## config.mk

```make
export PLATFORM = sky130hd
export DESIGN_NAME = dot_product_mac4_flat
export DESIGN_NICKNAME = d
export VERILOG_FILES = /design/src/rtl/mm_pkg.sv /design/src/rtl/dot_product_mac4_if.sv /design/src/rtl/shift_add_mul4.sv /design/src/rtl/dot_product_mac4.sv /design/src/flat_wrapper.sv
export SDC_FILE = /design/constraint.sdc
export NUM_CORES = 1
export LEC_CHECK = 0
export CAP_MARGIN = 40
export CORE_ASPECT_RATIO = 1.5
export CORE_MARGIN = 2
export CORE_UTILIZATION = 50
export DETAILED_ROUTE_END_ITERATION = 8
export PLACE_DENSITY = 0.72
export SETUP_SLACK_MARGIN = 0.5
export SLEW_MARGIN = 20
export SYNTH_ARGS = -nofsm -noshare
export SYNTH_HDL_FRONTEND = slang
export SYNTH_SLANG_ARGS = --single-unit
```

## constraint.sdc

```tcl
create_clock -name clk -period 3 [get_ports clk]
set_clock_uncertainty 0.2 [all_clocks]
set_input_delay 0.3 -clock clk [delete_from_list [all_inputs] [get_ports clk]]
set_output_delay 0.3 -clock clk [all_outputs]
set_load 0.05 [all_outputs]
```

## src/rtl/mm_pkg.sv

```systemverilog
// Shared types and constants for the matrix-multiply datapath stages.
// Operand width is fixed; the accumulator width is a per-instance parameter.
package mm_pkg;

  localparam int OPND_W     = 4;
  localparam int PROD_W     = 2 * OPND_W;
  localparam int MUL_CYCLES = 4;
  localparam int CNT_W      = 2;

  typedef enum logic [1:0] {
    IDLE = 2'd0,
    MUL  = 2'd1,
    ACC  = 2'd2,
    OUT  = 2'd3
  } state_t;

  // 4-bit adder slice shared by every shift-add step; bit OPND_W is the carry.
  function automatic logic [OPND_W:0] slice_add(input logic [OPND_W-1:0] x,
                                                input logic [OPND_W-1:0] y);
    return {1'b0, x} + {1'b0, y};
  endfunction

endpackage

```

## src/rtl/dot_product_mac4_if.sv

```systemverilog
// Operand-in / result-out handshake bundle for dot_product_mac4.
// master = operand source and result sink, slave = the MAC stage.
interface dot_product_mac4_if #(
  parameter int ACC_W = 12
);
  import mm_pkg::*;

  logic              in_valid;
  logic              in_ready;
  logic [OPND_W-1:0] in_a;
  logic [OPND_W-1:0] in_b;
  logic              in_last;
  logic              out_valid;
  logic              out_ready;
  logic [ACC_W-1:0]  out_data;
  logic              out_ovf;

  modport master (
    output in_valid, in_a, in_b, in_last, out_ready,
    input  in_ready, out_valid, out_data, out_ovf
  );

  modport slave (
    input  in_valid, in_a, in_b, in_last, out_ready,
    output in_ready, out_valid, out_data, out_ovf
  );

endinterface

```

## src/rtl/shift_add_mul4.sv

```systemverilog
// 4x4 unsigned multiplier, one shift-add step per clock on a 4-bit adder slice.
// o_done strobes during the last step; o_prod is exact on the following cycle.
module shift_add_mul4
  import mm_pkg::*;
(
  input  logic              clk,
  input  logic              rst,
  input  logic              i_start,
  input  logic [OPND_W-1:0] i_a,
  input  logic [OPND_W-1:0] i_b,
  output logic              o_done,
  output logic [PROD_W-1:0] o_prod
);

  logic [OPND_W-1:0] r_a;
  logic [OPND_W-1:0] r_hi;
  logic [OPND_W-1:0] r_lo;
  logic [CNT_W-1:0]  r_cnt;
  logic              r_busy;
  logic [OPND_W:0]   w_sum;

  assign w_sum = slice_add(r_hi, r_lo[0] ? r_a : '0);

  always_ff @(posedge clk or posedge rst) begin
    if (rst) begin
      r_a    <= '0;
      r_hi   <= '0;
      r_lo   <= '0;
      r_cnt  <= '0;
      r_busy <= 1'b0;
    end else if (i_start) begin
      r_a    <= i_a;
      r_hi   <= '0;
      r_lo   <= i_b;
      r_cnt  <= '0;
      r_busy <= 1'b1;
    end else if (r_busy) begin
      // Carry lands in hi[3]; the consumed multiplier bit shifts out of lo.
      {r_hi, r_lo} <= {w_sum, r_lo[OPND_W-1:1]};
      r_cnt        <= r_cnt + 1'b1;
      if (r_cnt == CNT_W'(MUL_CYCLES - 1)) begin
        r_busy <= 1'b0;
      end
    end
  end

  assign o_done = r_busy && (r_cnt == CNT_W'(MUL_CYCLES - 1));
  assign o_prod = {r_hi, r_lo};

endmodule

```

## src/rtl/dot_product_mac4.sv

```systemverilog
// Sequential multiply-accumulate stage: accumulates 4-bit operand products
// until a last-flagged pair, then offers the dot product downstream.
module dot_product_mac4
  import mm_pkg::*;
#(
  parameter int ACC_W = 12
) (
  input  logic               clk,
  input  logic               rst,
  dot_product_mac4_if.slave  bus
);

  state_t            r_state;
  state_t            w_state_nxt;
  logic              r_in_ready;
  logic              r_last;
  logic [ACC_W-1:0]  r_acc;
  logic              r_ovf;
  logic              r_out_valid;
  logic [ACC_W-1:0]  r_out_data;
  logic              r_out_ovf;

  logic              w_accept;
  logic              w_out_fire;
  logic              w_mul_done;
  logic [PROD_W-1:0] w_prod;
  logic [ACC_W:0]    w_acc_wide;
  logic [ACC_W-1:0]  w_acc_sum;
  logic              w_carry;

  // in_ready is registered and only ever high in IDLE.
  assign w_accept   = r_in_ready & bus.in_valid;
  assign w_out_fire = r_out_valid & bus.out_ready;

  shift_add_mul4 u_mul (
    .clk     (clk),
    .rst     (rst),
    .i_start (w_accept),
    .i_a     (bus.in_a),
    .i_b     (bus.in_b),
    .o_done  (w_mul_done),
    .o_prod  (w_prod)
  );

  assign w_acc_wide = {1'b0, r_acc} + {{(ACC_W + 1 - PROD_W){1'b0}}, w_prod};
  assign w_acc_sum  = w_acc_wide[ACC_W-1:0];
  assign w_carry    = w_acc_wide[ACC_W];

  always_ff @(posedge clk or posedge rst) begin
    if (rst) begin
      r_state <= IDLE;
    end else begin
      r_state <= w_state_nxt;
    end
  end

  always_comb begin
    w_state_nxt = r_state;
    case (r_state)
      IDLE:    if (w_accept)   w_state_nxt = MUL;
      MUL:     if (w_mul_done) w_state_nxt = ACC;
      ACC:     w_state_nxt = r_last ? OUT : IDLE;
      OUT:     if (w_out_fire) w_state_nxt = IDLE;
      default: w_state_nxt = IDLE;
    endcase
  end

  always_ff @(posedge clk or posedge rst) begin
    if (rst) begin
      r_in_ready  <= 1'b0;
      r_last      <= 1'b0;
      r_acc       <= '0;
      r_ovf       <= 1'b0;
      r_out_valid <= 1'b0;
      r_out_data  <= '0;
      r_out_ovf   <= 1'b0;
    end else begin
      r_in_ready <= (w_state_nxt == IDLE);
      if (w_accept) begin
        r_last <= bus.in_last;
      end
      if (r_state == ACC) begin
        r_acc <= w_acc_sum;
        r_ovf <= r_ovf | w_carry;
        if (r_last) begin
          r_out_valid <= 1'b1;
          r_out_data  <= w_acc_sum;
          r_out_ovf   <= r_ovf | w_carry;
        end
      end
      if (r_state == OUT && w_out_fire) begin
        r_acc       <= '0;
        r_ovf       <= 1'b0;
        r_out_valid <= 1'b0;
      end
    end
  end

  assign bus.in_ready  = r_in_ready;
  assign bus.out_valid = r_out_valid;
  assign bus.out_data  = r_out_data;
  assign bus.out_ovf   = r_out_ovf;

endmodule

```

## src/flat_wrapper.sv

```systemverilog
// flat-port wrapper written by rule: the top's interface ports become plain ports
module dot_product_mac4_flat import mm_pkg::*;
#(
  parameter int ACC_W = 12
)
  (clk, rst, bus_in_valid, bus_in_a, bus_in_b, bus_in_last, bus_out_ready, bus_in_ready, bus_out_valid, bus_out_data, bus_out_ovf);
  dot_product_mac4_if #(.ACC_W(ACC_W)) bus_i ();
  input  logic clk;
  input  logic rst;
  input wire logic [$bits(bus_i.in_valid)-1:0] bus_in_valid;
  input wire logic [$bits(bus_i.in_a)-1:0] bus_in_a;
  input wire logic [$bits(bus_i.in_b)-1:0] bus_in_b;
  input wire logic [$bits(bus_i.in_last)-1:0] bus_in_last;
  input wire logic [$bits(bus_i.out_ready)-1:0] bus_out_ready;
  output wire logic [$bits(bus_i.in_ready)-1:0] bus_in_ready;
  output wire logic [$bits(bus_i.out_valid)-1:0] bus_out_valid;
  output wire logic [$bits(bus_i.out_data)-1:0] bus_out_data;
  output wire logic [$bits(bus_i.out_ovf)-1:0] bus_out_ovf;
  assign bus_i.in_valid = bus_in_valid;
  assign bus_i.in_a = bus_in_a;
  assign bus_i.in_b = bus_in_b;
  assign bus_i.in_last = bus_in_last;
  assign bus_i.out_ready = bus_out_ready;
  assign bus_in_ready = bus_i.in_ready;
  assign bus_out_valid = bus_i.out_valid;
  assign bus_out_data = bus_i.out_data;
  assign bus_out_ovf = bus_i.out_ovf;
  dot_product_mac4 #(.ACC_W(ACC_W)) u_core (.clk(clk), .rst(rst), .bus(bus_i));
endmodule
```

---- After elaboration in Yosys (flattened, before gate mapping) ----
Cells that the tools add are included.
operators by class
  magnitude comparators ................... 0
  div/mod/pow operators ................... 0
  equal/unequal tests ..................... 4
  shift operators ......................... 0
  bitwise logic cells ..................... 3
  $add $sub $neg .......................... 3
  multiply operators ...................... 0
  mux-type cells .......................... 22
  reduce and logical (&&, ||, !) cells .... 9
operators by type and width
  kind                   number
  $mux W12               2
  $mux W4                5
  $add A12 B8 Y13        1
  $mux W2                6
  $mux W1                8
  $pmux W2 S4            1
  $eq A2 B2 Y1 const B   3
  $reduce_bool A2 Y1     3
  $add A4 B4 Y5          1
  $logic_not A2 Y1       2
  $reduce_and A2 Y1      2
  $add A2 B1 Y2 const B  1
  $and A1 B1 Y1          2
  $eq A2 B1 Y1 const B   1
  $logic_and A1 B1 Y1    2
  $or A1 B1 Y1           1
word-level totals
  memory bits (writable) .................. 0
  bits in latches ......................... 0
  flip-flop bits (word level) ............. 46
  input bits .............................. 13
  memories ................................ 0
  bits in read-only memories .............. 0
  output and inout port bits .............. 15
  logic and storage cells ................. 54

---- Logic depth before layout (Yosys ltp) ----
Gate-level depths: netlist of run 1.
  depth after elaboration ................. 5
  gate-level depth with buffers ........... 7
  depth with buffers taken out ............ 7

---- By module ----
Synthesis of run 1 repeated with hierarchy kept, for this count alone.
second synthesis, totals
  cells, all modules ...................... 232
  area, all modules ....................... 2462.4 µm²
by module, submodules not included
  module            cells an instance  area each (µm²)  instances  seq. area each (µm²)
  dot_product_mac4  158                1659.1           1          775.7
  shift_add_mul4    74                 803.3            1          375.4

---- Least setup slack after synthesis of run 1 ----
No wires, ideal clock.
  kind .................................... reg2reg
  from .................................... register u_core.u_mul.r_lo[0]
  to ...................................... register u_core.r_out_ovf, in the netlist u_core.bus.out_ovf
  library setup time ...................... 0.123 ns
  period minus slack after synthesis ...... 2.208 ns
  stages on the path, launching flop included .. 8
  path buffers ............................ 0
  arrival time ............................ 1.885 ns
  path slack .............................. 0.792 ns
  required time ........................... 2.677 ns
  cell sequence ........................... dfrtp_1 -> ha_1 -> fa_1 -> a21o_1 -> a221oi_4 -> a21oi_2 -> a31oi_1 -> o21ai_1
between the ends
  word-level cells in the longest chain between the ends .. 2
ends and longest elaborated chain
  what                    RTL line                RTL
  start, declared         shift_add_mul4.sv:17    logic [OPND_W-1:0] r_lo;
  start signal, assigned  shift_add_mul4.sv:34    r_lo <= i_b;
  start signal, assigned  shift_add_mul4.sv:39    {r_hi, r_lo} <= {w_sum, r_lo[OPND_W-1:1]};
  $add A12 B8 Y13         dot_product_mac4.sv:45  assign w_acc_wide = {1'b0, r_acc} + {{(ACC_W + 1 - PROD_W){1'b0}}, w_prod};
  $or A1 B1 Y1            dot_product_mac4.sv:88  r_out_ovf <= r_ovf | w_carry;
  end signal, assigned    dot_product_mac4.sv:88
  end, declared           dot_product_mac4.sv:21  logic r_out_ovf;
Every way passes these cells.
A chain may end at the register's enable or synchronous reset.

---- Worst setup path after layout of run 1 ----
Ends and elaborated chain as after synthesis.

==> results.md, run 1 <==
* Status: completed
* Crit path cell chain: ha_1, fa_1, a21o_1, a221oi_4, a21oi_2, a31oi_1, o21ai_1
* Total GRT Usage at 19.0%
* Vias in the first global route at 1685
* Slew Limit Fails at 0
* RSZ-0062 raised after global routing: false
* Fmax at 425 MHz
* CTS tree: done
* Root Buffer: clkbuf_8
* Post-CTS Setup Inserts at 0
* Layout overhead on the synthesized area at 15.7%
* Overflow after GRT at 0
* Vias after detailed routing at 1735
* Finished Layout Cells at 332
* DIE AREA at 5420 sq um
* Leakage power at 1.28 nW
* Initial Util at 51.1%
* Worst EP required at 2980 ps
* Mapped Area at 2420 sq um
* Overall power after layout at 3.15 mW
* Critical Path Fanout Max at 6
* EDFF count, synth at 0
* Nets at 294
* Worst reg2reg endpoint: u_core.bus.out_ovf
* Slew HR at 57.4%
* R2R depth at 7
* Worst path bufs/invs at 0
* Drt wl/cell at 13.3 um
* Post-synth ARST share at 100%
* Setup-failing EPs final at 0
* IO Pins at 28
* Critical Path AT at 2330 ps
* Syn Nets at 271
* Dpl cells at 325
* TritonRoute pass-1 iters at 4
* Utilization after layout at 59.1%
* Dpl ws at 628 ps
* N_diodes at 0
* Layout cell share with drive strength beyond 1 at 7.14%
* Largest stage delay on the critical path at 420 ps
* FF+latch count, synth at 46
* Worst path slowest cell: dfrtp_1
* Post-synthesis sequential area ratio at 47.6%
* CTS resizes at 0
* Core Box Area at 4730 sq um
* Final Hold Fails at 0
* First-pass GRT wire length at 7670 um
* Crit share post-route at 78.4%
* Final TNS setup at 0 ps
* Final std cell area, no fill at 2800 sq um
* Port bufs at 27
* Dominant synthesized flop cell: dfrtp_1
* Hold Crit Class: in2async
* Commonest cells post-synth: nand2_1 (50), dfrtp_1 (46), o21ai_0 (19)
* Initial antenna violation count at 0
* Post-route ant nets at 0
* Worst-Skew Late Latency at 300 ps
* Drt via density at 5.23
* GPL Wtd Cong at 0.857
* Clock period minus worst slack at 2350 ps
* Setup slack, reg-to-reg at 650 ps
* TritonCTS sink count at 46
* Hold-fix buffers, CTS at 0
* Synth top area cells: dfrtp_1 (48%), nand2_1 (7.8%), ha_1 (6.7%)
* Total wire length at 4410 um
* Max-Cap Viols at 0
* DRC viols at 0
* Row count at 31
* Setup slack after layout at 647 ps
* Worst r2r src: u_core.u_mul.r_lo[0]
* H-Tree Depth at 2
* # fillers at 421
* Synth cell types at 40
* Worst vdd ir at 0.645 mV
* Synth warn at 0
* Mean Syn Cell Area at 9.95 sq um
* Kind of start point of the critical path: flip-flop
* Post-Syn Instances at 243
* Crit path kind: reg2reg
* Share of the synthesized area in the top cell type at 47.6%
* Die height at 89.2 um
* Dpl cell area at 2720 sq um
* Hold slack at 233 ps
* Clock Pin Slew Worst Setup and Hold Paths at 80 ps
* Crit path max-delay family: compound AO/OA/AOI/OAI gates
* Worst-Margin Slew at 639 ps
* CTS Buf Count at 5
* PwrDens at 1120 nW/um^2
* Largest net degree at the start of global routing at 47
* Chip width at 60.8 um
* Crit. End Element: flip-flop
* Initial DRC count at 45
* Clk buf depth at 2
* Area leader, netlist: dfrtp_1
* Final HPWL DP at 3360 um
* Top-count cell post-synth: nand2_1
[cells by family after synthesis]
kind of cell | Yosys count | share of synthesized area [%]
AO/OA/AOI/OAI | 66 | 18.1
XOR/XNOR | 13 | 4.71
adder cells (fa/ha/maj) | 15 | 8.39
buffers and inverters | 17 | 3.42
flip-flops | 46 | 47.6
multiplexers | 10 | 4.24
AND/OR/NAND/NOR | 76 | 13.6
[layout by cell type (no fill, tap or decap), types with 2 or more instances in the layout]
cell	netlist	final
a211oi_1	2	2
a21o_1	4	4
a21oi_1	12	12
a22o_1	3	3
a31oi_1	2	2
and2_1	5	5
buf_4	1	3
clkbuf_1	6	2
clkbuf_8	0	5
clkdlybuf4s50_1	0	27
dfrtp_1	46	46
fa_1	2	2
ha_1	13	13
inv_1	3	2
mux2_2	2	2
mux2i_1	8	8
nand2_1	50	50
nand2_2	2	2
nand3_1	4	4
nor2_1	9	9
o211ai_1	3	3
o21ai_0	19	19
o21ai_1	12	12
o22ai_1	2	2
xnor2_1	8	8
xor2_1	5	5
[report_power, final]
| part | switching [mW] | total (mW) | internal, mW |
|---|---|---|---|
| registers | 0.257 | 1.15 | 0.893 |
| clock network | 0.194 | 0.354 | 0.160 |
| logic | 0.991 | 1.64 | 0.653 |
[sequential cells by signal, summed over array words and instances, names as in the netlist]
signal and cells:
u_core.u_mul.r_hi 4, u_core.u_mul.r_a 4, u_core.r_ovf 1, u_core.bus.out_data 12, u_core.bus.out_valid 1, u_core.r_state 2, u_core.u_mul.r_cnt 2, u_core.bus.out_ovf 1
u_core.u_mul.r_busy 1, u_core.r_acc 12, u_core.u_mul.r_lo 4, u_core.r_last 1, u_core.bus.in_ready 1
[layer usage]
metal  up-vias  track usage (%)  share of wire, %
met3         7             3.47               2.8
met2        28             32.9                52
met5         -                0                 0
li1        880                -                 -
met1       820             23.1                43
met4         0             7.31               1.8
[worst max-delay path by stage]
stage,depth (start not counted),slack [ps],endpoint,from
4_1_cts,7,610,u_core.bus.out_ovf,u_core.u_mul.r_lo[0]
3_5_place_dp,7,630,u_core.bus.out_ovf,u_core.u_mul.r_lo[0]
6_report,7,650,u_core.bus.out_ovf,u_core.u_mul.r_lo[0]
2_1_floorplan,7,790,u_core.bus.out_ovf,u_core.u_mul.r_lo[0]
5_1_grt,7,520,u_core.bus.out_ovf,u_core.u_mul.r_lo[0]
3_3_place_gp,7,650,u_core.bus.out_ovf,u_core.u_mul.r_lo[0]
[worst min-delay path: stages]
cell and delay, ps:
clkdlybuf4s50_1 400, clkinv_1 40, buf_4 450
[cell type report]
| cell class | instances | area (sq um) | share of cell area [%] |
|---|---|---|---|
| Tap cell | 66 | 82.6 | 2.95 |
| Inverter | 3 | 11.3 | 0.403 |
| Sequential cell | 46 | 1150 | 41.1 |
| Timing Repair Buffer | 30 | 293 | 10.5 |
| Multi-Input combinational cell | 180 | 1180 | 42.3 |
| Clock buffer | 7 | 76.3 | 2.73 |
(Power assumes the default switching activity.)
==> run 2, diff against run 1 <==
- PLACE_DENSITY: 0.72 -> 0.75
- clock period: 3 -> 1.9 ns (I/O delays scaled with it)
==> results.md, run 2 (synthesized netlist as in run 1, its figures left out) <==
* Commonest non-fill, non-tap cells in the layout: nand2_1 (47), dfrtp_1 (42), buf_4 (40), o21ai_1 (20), clkdlybuf4s50_1 (12) (was nand2_1 (50), dfrtp_1 (46), clkdlybuf4s50_1 (27), o21ai_0 (19), ha_1 (13))
* Reg area at 1160 sq um (was 1150 sq um)
* Critical Path Fanout Max at 3 (was 6)
* First-pass GRT wire length at 8690 um (was 7670 um)
* Total GRT Usage at 21.5% (was 19.0%)
* Worst path bufs/invs at 0 (unchanged)
* Overall power after layout at 6.13 mW (was 3.15 mW)
* Final std cell area, no fill at 3330 sq um (was 2800 sq um)
* Dpl cell area at 2930 sq um (was 2720 sq um)
* Slew HR at 73.2% (was 57.4%)
* H-Tree Depth at 2 (unchanged)
* Kind of start point of the critical path: flip-flop (unchanged)
* Port bufs at 27 (unchanged)
* CTS Buf Count at 5 (unchanged)
* Fmax at 458 MHz (was 425 MHz)
* DRC viols at 0 (unchanged)
* Largest stage delay on the critical path at 400 ps (was 420 ps)
* Chip width at 60.8 um (unchanged)
* Clk buf depth at 2 (unchanged)
* Crit path max-delay family: compound AO/OA/AOI/OAI gates (unchanged)
* Critical Path AT at 2220 ps (was 2330 ps)
* Total wire length at 5490 um (was 4410 um)
* Drt via density at 5.28 (was 5.23)
* Status: finished with violations (was completed)
* Worst vdd ir at 0.775 mV (was 0.645 mV)
* IO Pins at 28 (unchanged)
* Initial antenna violation count at 0 (unchanged)
* Post-route ant nets at 0 (unchanged)
* Leakage power at 1.53 nW (was 1.28 nW)
* Layout overhead on the synthesized area at 37.8% (was 15.7%)
* Multi-input logic area at 1440 sq um (was 1180 sq um)
* Hold Crit Class: in2async (unchanged)
* Row count at 31 (unchanged)
* Hold slack at 81.5 ps (was 233 ps)
* DIE AREA at 5420 sq um (unchanged)
* GPL Wtd Cong at 0.929 (was 0.857)
* Drt wl/cell at 14.8 um (was 13.3 um)
* Core Box Area at 4730 sq um (unchanged)
* Root Buffer: clkbuf_8 (unchanged)
* CTS tree: done (unchanged)
* Met1 Wirelength at 2150 um (was 1900 um)
* PwrDens at 1840 nW/um^2 (was 1120 nW/um^2)
* Largest net degree at the start of global routing at 47 (unchanged)
* Dpl cells at 347 (was 325)
* TritonCTS sink count at 46 (unchanged)
* Slew Limit Fails at 0 (unchanged)
* Finished Layout Cells at 370 (was 332)
* Final TNS setup at -3030 ps (was 0 ps)
* Initial Util at 51.1% (unchanged)
* Initial DRC count at 91 (was 45)
* Worst EP required at 1930 ps (was 2980 ps)
* Crit path kind: reg2reg (unchanged)
* Crit path cell chain: ha_2, fa_2, a21o_1, a221oi_4, o21ai_2, o21bai_2, a22o_1 (was ha_1, fa_1, a21o_1, a221oi_4, a21oi_2, a31oi_1, o21ai_1)
* Setup slack after layout at -283 ps (was 647 ps)
* Met3 WL at 164 um (was 123 um)
* Utilization after layout at 70.4% (was 59.1%)
* Nets at 331 (was 294)
* Dpl ws at -294 ps (was 628 ps)
* Clock Pin Slew Worst Setup and Hold Paths at 90 ps (was 80 ps)
* Setup slack, reg-to-reg at -280 ps (was 650 ps)
* Final Hold Fails at 0 (unchanged)
* TritonRoute pass-1 iters at 4 (unchanged)
* RSZ-0062 raised after global routing: true (was false)
* Final HPWL DP at 3510 um (was 3360 um)
* Worst-Skew Late Latency at 300 ps (about the same)
* N_diodes at 0 (unchanged)
* Layout cell share with drive strength beyond 1 at 37.2% (was 7.14%)
* Die height at 89.2 um (unchanged)
* Vias in the first global route at 1961 (was 1685)
* Wire length on met2 at 3050 um (was 2310 um)
* Hold-fix buffers, CTS at 0 (unchanged)
* Failing checks: setup timing
* Vias after detailed routing at 1953 (was 1735)
* Crit. End Element: flip-flop (unchanged)
* Crit share post-route at 115% (was 78.4%)
* Worst path slowest cell: dfrtp_1 (unchanged)
* Worst-Margin Slew at 402 ps (was 639 ps)
* Uppermost layer routed: met4 (unchanged)
* Clock period minus worst slack at 2180 ps (was 2350 ps)
* Max-Cap Viols at 0 (unchanged)
* Overflow after GRT at 0 (unchanged)
* # fillers at 348 (was 421)
* Setup-failing EPs final at 17 (was 0)
* Most common cell after layout, fill and taps aside: nand2_1 (unchanged)
run 2: cell types whose count changed in the layout (fill, tap and decap cells not counted), moves of 6 or more:
| cell | change |
|---|---|
| ha_1 | -10 |
| buf_2 | +8 |
| a21oi_2 | +7 |
| buf_6 | +6 |
| ha_4 | +8 |
| buf_4 | +37 |
| a21oi_1 | -9 |
| clkdlybuf4s50_1 | -15 |
| o21ai_1 | +8 |
| o21ai_0 | -10 |
run 2: worst paths after layout:
check / end / cells after the start / startpoint
setup / recovery: u_core.r_acc[8] / 7 / u_core.r_acc[0]
hold / removal: u_core.r_acc[1] / 3 / rst
setup reg to reg: u_core.r_acc[8] / 7 / u_core.r_acc[0]
hold reg to reg: u_core.u_mul.r_a[3] / 2 / u_core.u_mul.r_a[3]
max in group asynchronous: u_core.bus.out_valid / 3 / rst
min in group clk: u_core.u_mul.r_a[0] / 3 / bus_in_a[0]
run 2: layer usage:
metal  vias up  GRT usage, %
met1       944          24.3
met2        45          39.2
met3        13          4.20
met4         0          7.31
li1        951             -
met5         -             0
run 2: repair_timing:
action	in CTS	in global routing
endpoints found under the setup margin	38	32
setup buffers	9	6
gates resized for setup	70	19
pin swaps	20	11
cloned	0	0
run 2: where the power goes:
part / leakage [nW] / internal [mW] / total, mW / switching, mW
Sequential: 0.584 / 1.42 / 1.79 / 0.372
Clock: 0.0482 / 0.294 / 0.604 / 0.310
Combinational: 0.894 / 1.68 / 3.73 / 2.05
Total: 1.53 / 3.39 / 6.13 / 2.74
run 2: tightest hold or removal path: cells and delay by family:
kind | cells | cell delay (ps)
buf+inv | 3 | 770
run 2: area by class of cell:
cell class	instances	share of cell area [%]
flip-flops and latches	46	34.7
multi-input cells	180	43.2
clock buffers	7	2.59
repair buffers	67	16.5
inverters	3	0.451
clock inverters	1	0.150
well taps	66	2.48
==> run 3, diff against run 2 <==
- SKIP_CTS_REPAIR_TIMING: default -> 1
==> results.md, run 3 (synthesized netlist as in run 1, its figures left out) <==
* RSZ-0062 raised after global routing: true (unchanged)
* Root Buffer: clkbuf_8 (unchanged)
* Critical Path Fanout Max at 3 (unchanged)
* Kind of start point of the critical path: flip-flop (unchanged)
* Slew Limit Fails at 0 (unchanged)
* TritonRoute pass-1 iters at 4 (unchanged)
* Final HPWL DP at 3510 um (unchanged)
* Failing checks: setup timing (unchanged)
* Row count at 31 (unchanged)
* Utilization after layout at 70.1% (was 70.4%)
* Layout overhead on the synthesized area at 37.2% (was 37.8%)
* Leakage power at 1.50 nW (was 1.53 nW)
* Multi-input logic area at 1440 sq um (about the same)
* Initial antenna violation count at 0 (unchanged)
* Setup slack after layout at -412 ps (was -283 ps)
* Commonest non-fill, non-tap cells in the layout: nand2_1 (47), dfrtp_1 (41), buf_4 (40), o21ai_1 (19), clkdlybuf4s50_1 (12) (was nand2_1 (47), dfrtp_1 (42), buf_4 (40), o21ai_1 (20), clkdlybuf4s50_1 (12))
* DRC viols at 0 (unchanged)
* Hold slack at 83.7 ps (was 81.5 ps)
* DIE AREA at 5420 sq um (unchanged)
* Total wire length at 5530 um (was 5490 um)
* Dpl ws at -294 ps (unchanged)
* Worst-Margin Slew at 417 ps (was 402 ps)
* CTS Buf Count at 5 (unchanged)
* Core Box Area at 4730 sq um (unchanged)
* TritonCTS sink count at 46 (unchanged)
* GPL Wtd Cong at 0.929 (unchanged)
* Critical Path AT at 2270 ps (was 2220 ps)
* Status: finished with violations (unchanged)
* Nets at 329 (was 331)
* Total GRT Usage at 19.4% (was 21.5%)
* Final TNS setup at -3950 ps (was -3030 ps)
* Drt via density at 5.35 (was 5.28)
* Clk buf depth at 2 (unchanged)
* Drt wl/cell at 15.0 um (was 14.8 um)
* Max-Cap Viols at 0 (unchanged)
* Port bufs at 27 (unchanged)
* Crit. End Element: flip-flop (unchanged)
* Crit path kind: reg2reg (unchanged)
* Chip width at 60.8 um (unchanged)
* PwrDens at 1830 nW/um^2 (was 1840 nW/um^2)
* Post-route ant nets at 0 (unchanged)
* Hold Crit Class: in2async (unchanged)
* Layout cell share with drive strength beyond 1 at 36.4% (was 37.2%)
* # fillers at 360 (was 348)
* Largest net degree at the start of global routing at 47 (unchanged)
* Vias in the first global route at 1864 (was 1961)
* Fmax at 432 MHz (was 458 MHz)
* Overflow after GRT at 0 (unchanged)
* Reg area at 1160 sq um (about the same)
* H-Tree Depth at 2 (unchanged)
* Final Hold Fails at 0 (unchanged)
* Slew HR at 72.2% (was 73.2%)
* N_diodes at 0 (unchanged)
* Clock period minus worst slack at 2310 ps (was 2180 ps)
* Setup-failing EPs final at 15 (was 17)
* CTS tree: done (unchanged)
* Vias after detailed routing at 1970 (was 1953)
* Initial DRC count at 105 (was 91)
* Initial Util at 51.1% (unchanged)
* Dpl cell area at 2930 sq um (unchanged)
* IO Pins at 28 (unchanged)
* Worst EP required at 1860 ps (was 1930 ps)
* Clock Pin Slew Worst Setup and Hold Paths at 90 ps (about the same)
* First-pass GRT wire length at 7890 um (was 8690 um)
* Final std cell area, no fill at 3320 sq um (was 3330 sq um)
* Die height at 89.2 um (unchanged)
* Crit share post-route at 122% (was 115%)
* Worst-Skew Late Latency at 300 ps (about the same)
* Worst vdd ir at 0.803 mV (was 0.775 mV)
* Most common cell after layout, fill and taps aside: nand2_1 (unchanged)
-- run 3: stage by stage --
step,instances,power (mW)
4_1_cts,355,5.41
2_1_floorplan,243,3.89
3_3_place_gp,347,4.68
6_report,368,6.07
3_5_place_dp,347,4.80
5_1_grt,368,6.49
-- run 3: area by class of cell --
cell class / instances / share of cell area [%]
clock buffers: 7 / 2.60
clock inverters: 1 / 0.151
inverters: 3 / 0.453
multi-input cells: 180 / 43.5
flip-flops and latches: 46 / 34.9
well taps: 66 / 2.49
repair buffers: 65 / 15.8
-- run 3: power by group --
part	total, mW	switching [mW]	leakage, nW	internal [mW]
clock network	0.605	0.311	0.0482	0.294
registers	1.78	0.362	0.583	1.42
logic	3.68	2.07	0.864	1.61
total	6.07	2.75	1.50	3.33
-- run 3: layer usage --
layer,GRT usage (%),vias up,share of wire [%]
met4,6.13,0,2.9
met1,22.2,956,40
met2,35.0,51,54
met5,0,-,0
li1,-,951,-
met3,4.34,12,3.3
-- run 3: final timing paths --
| check | start | to | slack, ps | cells after the start |
|---|---|---|---|---|
| max reg2reg | u_core.u_mul.r_lo[0] | u_core.r_acc[6] | -410 | 6 |
| min reg2reg | u_core.u_mul.r_a[2] | u_core.u_mul.r_a[2] | 270 | 2 |
| max | u_core.u_mul.r_lo[0] | u_core.r_acc[6] | -410 | 6 |
| min | rst | u_core.r_acc[1] | 80 | 3 |
| min in group clk | bus_in_a[0] | u_core.u_mul.r_a[0] | 210 | 3 |
| max in group asynchronous | rst | u_core.r_state[1] | 1180 | 3 |
-- run 3: critical path: stages (launching register included) --
cell,delay [ps]
dfrtp_1,410
ha_2,200
fa_2,350
a21o_1,240
a221oi_4,370
xor2_1,290
o21ai_1,120
